**src/rtl/tdm_pkg.sv**
```systemverilog
// Shared types and helpers for the TDM channel scanner.
package tdm_pkg;

  // Scanner operating state.
  typedef enum logic [1:0] {
    ST_IDLE  = 2'd0,
    ST_SCAN  = 2'd1,
    ST_FIXED = 2'd2
  } tdm_state_e;

  // Width needed to index num_ch channels (never narrower than one bit).
  function automatic int sel_width(input int num_ch);
    return (num_ch > 1) ? $clog2(num_ch) : 1;
  endfunction

endpackage

```
**src/rtl/tdm_next_ch.sv**
```systemverilog
// Combinational channel search: lowest set mask bit, next set bit above
// the current channel (wrapping to the lowest), and whether any bit is set.
module tdm_next_ch
  import tdm_pkg::*;
#(
  parameter int NUM_CH = 4,
  parameter int SEL_W  = sel_width(NUM_CH)
) (
  input  logic [NUM_CH-1:0] mask,
  input  logic [SEL_W-1:0]  cur,
  output logic [SEL_W-1:0]  next_ch,
  output logic [SEL_W-1:0]  first_ch,
  output logic              any_set
);

  logic first_found_s;
  logic next_found_s;

  // Lowest set bit of the mask; kept separate from the next-bit search so
  // the first channel never depends on the cur input.
  always_comb begin
    any_set       = |mask;
    first_ch      = '0;
    first_found_s = 1'b0;
    for (int i = 0; i < NUM_CH; i++) begin
      if (mask[i] && !first_found_s) begin
        first_ch      = SEL_W'(i);
        first_found_s = 1'b1;
      end else begin
        first_found_s = first_found_s;
      end
    end
  end

  // Next set bit strictly above cur; falls back to the lowest set bit.
  always_comb begin
    next_ch      = first_ch;
    next_found_s = 1'b0;
    for (int i = 0; i < NUM_CH; i++) begin
      if (mask[i] && (32'(i) > 32'(cur)) && !next_found_s) begin
        next_ch      = SEL_W'(i);
        next_found_s = 1'b1;
      end else begin
        next_found_s = next_found_s;
      end
    end
  end

endmodule

```
**src/rtl/tdm_channel_scanner.sv**
```systemverilog
// Time-division channel scanner: walks the unmasked channels, dwelling
// DWELL cycles on each, or parks on one channel in fixed mode. All outputs
// are registered one cycle after the inputs/channel they reflect.
module tdm_channel_scanner
  import tdm_pkg::*;
#(
  parameter int NUM_CH = 4,
  parameter int DATA_W = 1,
  parameter int DWELL  = 1,
  parameter int SEL_W  = sel_width(NUM_CH)
) (
  input  logic                     clk,
  input  logic                     rst_n,
  input  logic                     en,
  input  logic                     mode_fixed,
  input  logic [SEL_W-1:0]         fixed_ch,
  input  logic [NUM_CH-1:0]        ch_mask,
  input  logic [NUM_CH*DATA_W-1:0] ch_data,
  output logic [DATA_W-1:0]        data_out,
  output logic                     data_valid,
  output logic [SEL_W-1:0]         sel_out,
  output logic [NUM_CH-1:0]        strobe,
  output logic                     frame_start
);

  localparam int               CNT_W    = (DWELL > 1) ? $clog2(DWELL) : 1;
  localparam logic [CNT_W-1:0] CNT_LAST = CNT_W'(DWELL - 1);

  // Data of channel ch; zero when ch does not name a real channel.
  function automatic logic [DATA_W-1:0] pick_data(
    input logic [NUM_CH*DATA_W-1:0] data,
    input logic [SEL_W-1:0]         ch
  );
    logic [DATA_W-1:0] r;
    r = '0;
    for (int i = 0; i < NUM_CH; i++) begin
      r = (ch == SEL_W'(i)) ? data[i*DATA_W +: DATA_W] : r;
    end
    return r;
  endfunction

  // One-hot of ch; all zero when ch does not name a real channel.
  function automatic logic [NUM_CH-1:0] one_hot(input logic [SEL_W-1:0] ch);
    logic [NUM_CH-1:0] r;
    for (int i = 0; i < NUM_CH; i++) begin
      r[i] = (ch == SEL_W'(i));
    end
    return r;
  endfunction

  tdm_state_e        state_q, state_d;
  logic [SEL_W-1:0]  cur_ch_q, cur_ch_d;
  logic [CNT_W-1:0]  dwell_cnt_q, dwell_cnt_d;
  logic [DATA_W-1:0] data_out_q, data_out_d;
  logic              data_valid_q, data_valid_d;
  logic [SEL_W-1:0]  sel_out_q, sel_out_d;
  logic [NUM_CH-1:0] strobe_q, strobe_d;
  logic              frame_start_q, frame_start_d;

  logic              entering_s;
  logic [SEL_W-1:0]  eff_ch_s;
  logic [CNT_W-1:0]  eff_cnt_s;
  logic [SEL_W-1:0]  next_ch_s;
  logic [SEL_W-1:0]  first_ch_s;
  logic              any_set_s;

  // A beat issued on the edge that enters SCAN uses the restart point
  // (lowest mask bit, fresh dwell) so no cycle is lost on entry.
  assign entering_s = (state_q != ST_SCAN);
  assign eff_ch_s   = entering_s ? first_ch_s : cur_ch_q;
  assign eff_cnt_s  = entering_s ? '0 : dwell_cnt_q;

  tdm_next_ch #(
    .NUM_CH (NUM_CH),
    .SEL_W  (SEL_W)
  ) u_next_ch (
    .mask     (ch_mask),
    .cur      (eff_ch_s),
    .next_ch  (next_ch_s),
    .first_ch (first_ch_s),
    .any_set  (any_set_s)
  );

  // State the scanner will be in after this edge.
  always_comb begin
    if (!en) begin
      state_d = ST_IDLE;
    end else if (mode_fixed) begin
      state_d = ST_FIXED;
    end else if (any_set_s) begin
      state_d = ST_SCAN;
    end else begin
      state_d = ST_IDLE;
    end
  end

  // Next channel pointer, dwell count and output beat for that state.
  always_comb begin
    cur_ch_d      = cur_ch_q;
    dwell_cnt_d   = dwell_cnt_q;
    data_out_d    = data_out_q;
    sel_out_d     = sel_out_q;
    data_valid_d  = 1'b0;
    strobe_d      = '0;
    frame_start_d = 1'b0;
    case (state_d)
      ST_SCAN: begin
        data_out_d    = pick_data(ch_data, eff_ch_s);
        sel_out_d     = eff_ch_s;
        strobe_d      = one_hot(eff_ch_s);
        data_valid_d  = 1'b1;
        frame_start_d = (eff_ch_s == first_ch_s) && (eff_cnt_s == '0);
        if (eff_cnt_s == CNT_LAST) begin
          dwell_cnt_d = '0;
          cur_ch_d    = next_ch_s;
        end else begin
          dwell_cnt_d = eff_cnt_s + CNT_W'(1);
          cur_ch_d    = eff_ch_s;
        end
      end
      ST_FIXED: begin
        cur_ch_d     = fixed_ch;
        dwell_cnt_d  = '0;
        sel_out_d    = fixed_ch;
        data_out_d   = pick_data(ch_data, fixed_ch);
        strobe_d     = one_hot(fixed_ch);
        data_valid_d = (32'(fixed_ch) < 32'(NUM_CH));
      end
      ST_IDLE: begin
        dwell_cnt_d = '0;
      end
      default: begin
        dwell_cnt_d = '0;
      end
    endcase
  end

  // State, channel pointer and registered outputs.
  always_ff @(posedge clk or negedge rst_n) begin
    if (!rst_n) begin
      state_q       <= ST_IDLE;
      cur_ch_q      <= '0;
      dwell_cnt_q   <= '0;
      data_out_q    <= '0;
      data_valid_q  <= 1'b0;
      sel_out_q     <= '0;
      strobe_q      <= '0;
      frame_start_q <= 1'b0;
    end else begin
      state_q       <= state_d;
      cur_ch_q      <= cur_ch_d;
      dwell_cnt_q   <= dwell_cnt_d;
      data_out_q    <= data_out_d;
      data_valid_q  <= data_valid_d;
      sel_out_q     <= sel_out_d;
      strobe_q      <= strobe_d;
      frame_start_q <= frame_start_d;
    end
  end

  assign data_out    = data_out_q;
  assign data_valid  = data_valid_q;
  assign sel_out     = sel_out_q;
  assign strobe      = strobe_q;
  assign frame_start = frame_start_q;

endmodule
```
**config.mk**
```make
export PLATFORM = sky130hd
export DESIGN_NAME = tdm_channel_scanner
export DESIGN_NICKNAME = d
export VERILOG_FILES = /design/src/rtl/tdm_pkg.sv /design/src/rtl/tdm_next_ch.sv /design/src/rtl/tdm_channel_scanner.sv
export SDC_FILE = /design/constraint.sdc
export NUM_CORES = 1
export LEC_CHECK = 0
export ABC_AREA = 1
export BUFFER_PORTS_ARGS = -buffer_cell sky130_fd_sc_hd__buf_2
export CORE_AREA = 3 3 48 50
export CTS_BUF_LIST = sky130_fd_sc_hd__clkbuf_4
export CTS_CLUSTER_SIZE = 28
export DETAILED_ROUTE_END_ITERATION = 16
export DIE_AREA = 0 0 51 53
export GPL_TIMING_DRIVEN = 0
export PLACE_DENSITY = 0.74
export SLEW_MARGIN = 0
export SYNTH_ARGS = -nofsm -noshare
export SYNTH_HDL_FRONTEND = slang
export SYNTH_HIERARCHICAL = 1
export SYNTH_SLANG_ARGS = --single-unit
```
**constraint.sdc**
```tcl
create_clock -name clk -period 2.94 [get_ports clk]
set_input_delay 0.588 -clock clk [delete_from_list [all_inputs] [get_ports clk]]
set_output_delay 0.588 -clock clk [all_outputs]
set_load 0.02 [all_outputs]
```
==> results.md <==
* Layout cells sized above 1 at 0.259
* Total grt overflow at 0
* Fmax at 536 MHz
* Reg2reg end: cur_ch_q[1]
* Post-synth top area share at 0.399
* Largest net degree at the start of global routing at 14
* Standard-cell rows at 16
* Die Area at 2700 um2
* Net count after synthesis at 129
* Crit Path Category: input pin to flip-flop
* Number of I/O pins at 23
* Post-Syn Area at 815 um2
* Netlist cell types at 19
* Yosys top cell by area: dfrtp_1
* Most used DFF post-synth: dfrtp_1
* Clk_skew at 3.79 ps
* TritonRoute pass-1 iters at 4
* Final Max Tran Viols at 0
* Gr usage total at 0.156
* Detail Route Antenna Nets at 0
* Vias per cell at 4.95
* DRC viols at 0
* RSZ-0062 raised after global routing: no
* Top-count cell post-synth: nand2_1
* Hold buffer count at CTS at 0
* R2R depth at 11
* Drt first-iter violations at 18
* Origin of the critical flop-to-flop path: state_q[1]
* N_diodes at 0
* Power per Cell Area at 483 nW/um2
* Htree depth at 1
* Share of synthesized flip-flops with an asynchronous set or reset at 1.00
* Worst vdd ir at 0.201 mV
* Post-route minimum period at 1870 ps
* Worst-skew pair later-pin latency at 280 ps
* Worst-margin pin slew at 417 ps
* Initial antenna violation count at 0
* TritonCTS Buffers at 3
* Fin crit share at 0.635
* CTS resizes at 0
* MaxCap Viol Count at 0
* First-pass GRT wire length at 3080 um
* Slew headroom at 0.722
* WL per Instance at 11.4 um
* Cells after synthesis at 113
* Crit. End Element: flip-flop
* CTS tree: done
* Worst stage delay on the critical path at 340 ps
* Filler Cells Inserted at 212
* Number of global-route vias before repair at 763
* Root Driver: clkbuf_4
* CTS clk-pin slew, worst paths at 90 ps
* Hold Crit Class: input pin to asynchronous set/reset pin
* Synth warn at 6
* Final net count at 156
* Initial Util at 0.419
* Port bufs at 22
* Setup TNS at 0 ps
* Synthesized flop and latch total at 13
* Worst Path Max Fanout at 10
* HPWL after DPL at 1480 um
* Post-synth EDFFs at 0
* Core area at 1940 um2
* Final Hold Viols at 0
* Slowest CP cell: clkbuf_1
* Startpoint types: input pin
* Critical-path cell list: buf_2 > inv_2 > nand3_1 > nand2_1 > nor2_1 > inv_1 > ha_1 > clkbuf_1 > inv_1 > nor2_1 > a21oi_2
* Reg2Reg Setup Slack at 1430 ps
* TritonCTS Sinks at 13
* Chip width at 51 um
* Clock Path Buffers at 2
* Pwr Total at 0.000478 W
* Synth top area cells: dfrtp_1 40%, nand3_1 11%, nand2_1 10%
* Most frequent cells after synthesis: 22 x nand2_1, 21 x inv_1, 18 x nand3_1, 13 x dfrtp_1
* Syn_area_per_cell at 7.21 um2
* Via count at 821
* Lkg Pwr at 0.562 nW
* Postcts setup bufs at 0
* Final Routed Wirelength at 1890 um
* Worst EP arrival at 2040 ps
* Setup violations, final at 0
* Final GP Congestion at 0.810
* Die Y at 53 um
* Critical path data required time at 3110 ps
* Area growth, synth to finish at 21.4%
* Sequential fraction of the synthesis area at 0.399
* Result of the run: finished clean
==> registers in the layout, indices dropped and copies added, names as in the netlist <==
signal and cells:
data_out 1, sel_out 2, strobe 4, state_q 2, frame_start 1, cur_ch_q 2
data_valid 1
==> kinds of logic after synthesis <==
family                   Yosys count  share of synthesized area
AND/OR/NAND/NOR                   56                      0.329
flip-flops                        13                      0.399
adder cells (fa/ha/maj)            2                     0.0307
buffers and inverters             24                      0.114
AO/OA/AOI/OAI                     18                      0.127
==> cell type report <==
| cell class | instances | area, um2 | area share |
|---|---|---|---|
| multi-input combinational | 76 | 397 | 0.401 |
| sequential | 13 | 325 | 0.329 |
| timing repair buffer | 22 | 110 | 0.111 |
| inverter | 23 | 88.8 | 0.0899 |
| tap | 27 | 33.8 | 0.0342 |
| clock buffer | 4 | 30.0 | 0.0304 |
| buffer | 1 | 3.75 | 0.00380 |
==> critical path: cells and delay by family <==
kind	cells	cell delay, ps
buffers and inverters	5	720
and+or+nand+nor	4	420
adders and majority gates	1	270
AOI/OAI and AO/OA	1	40
==> power by group <==
part	internal [W]	switching (W)	leakage, nW	total [W]
clock network	0.0000619	0.0000632	0.0184	0.000125
logic	0.0000484	0.0000961	0.380	0.000145
registers	0.000200	0.00000839	0.164	0.000208
total	0.000310	0.000168	0.562	0.000478
==> how the worst max path moves through the flow <==
stage | startpoint | endpoint | slack [ps]
6_report | ch_mask[2] | data_out | 1070
5_1_grt | ch_mask[2] | sel_out[1] | 890
4_1_cts | ch_mask[2] | data_out | 1070
3_5_place_dp | ch_mask[2] | data_out | 770
3_3_place_gp | ch_mask[2] | data_out | 790
2_1_floorplan | ch_mask[3] | data_out | 1110
==> routing by layer <==
layer  GRT usage  routed length (um)  up-vias  part of all wire
met3      0.0197                 117        4             0.062
li1            -                   -      411                 -
met2       0.292                 951       30              0.50
met4      0.0942                  47        0             0.025
met1       0.165                 775      376              0.41
met5           0                   0        -                 0
==> placed cells by master, fill, tap and decap left out, types with 2 or more instances in the layout <==
| cell type | count |
|---|---|
| nand2_1 | 22 |
| buf_2 | 22 |
| inv_1 | 21 |
| nand3_1 | 18 |
| dfrtp_1 | 13 |
| a21oi_1 | 9 |
| nor2_1 | 9 |
| clkbuf_4 | 4 |
| nand2_2 | 3 |
| o21ai_0 | 3 |
| nand2_4 | 2 |
| nand3_2 | 2 |
| a22oi_1 | 2 |
| ha_1 | 2 |
==> per-stage QoR <==
stage	setup slack, ps	util	hold WS [ps]	cells	instance area, um2
after floorplan	1110	-	292	113	815
after global placement	787	0.494	483	162	958
after detailed placement	768	0.494	493	162	958
after CTS	1070	0.509	190	166	988
after global routing	893	0.509	201	166	988
final	1070	0.509	175	166	988
No activity file was read; power rests on OpenSTA's default activity.
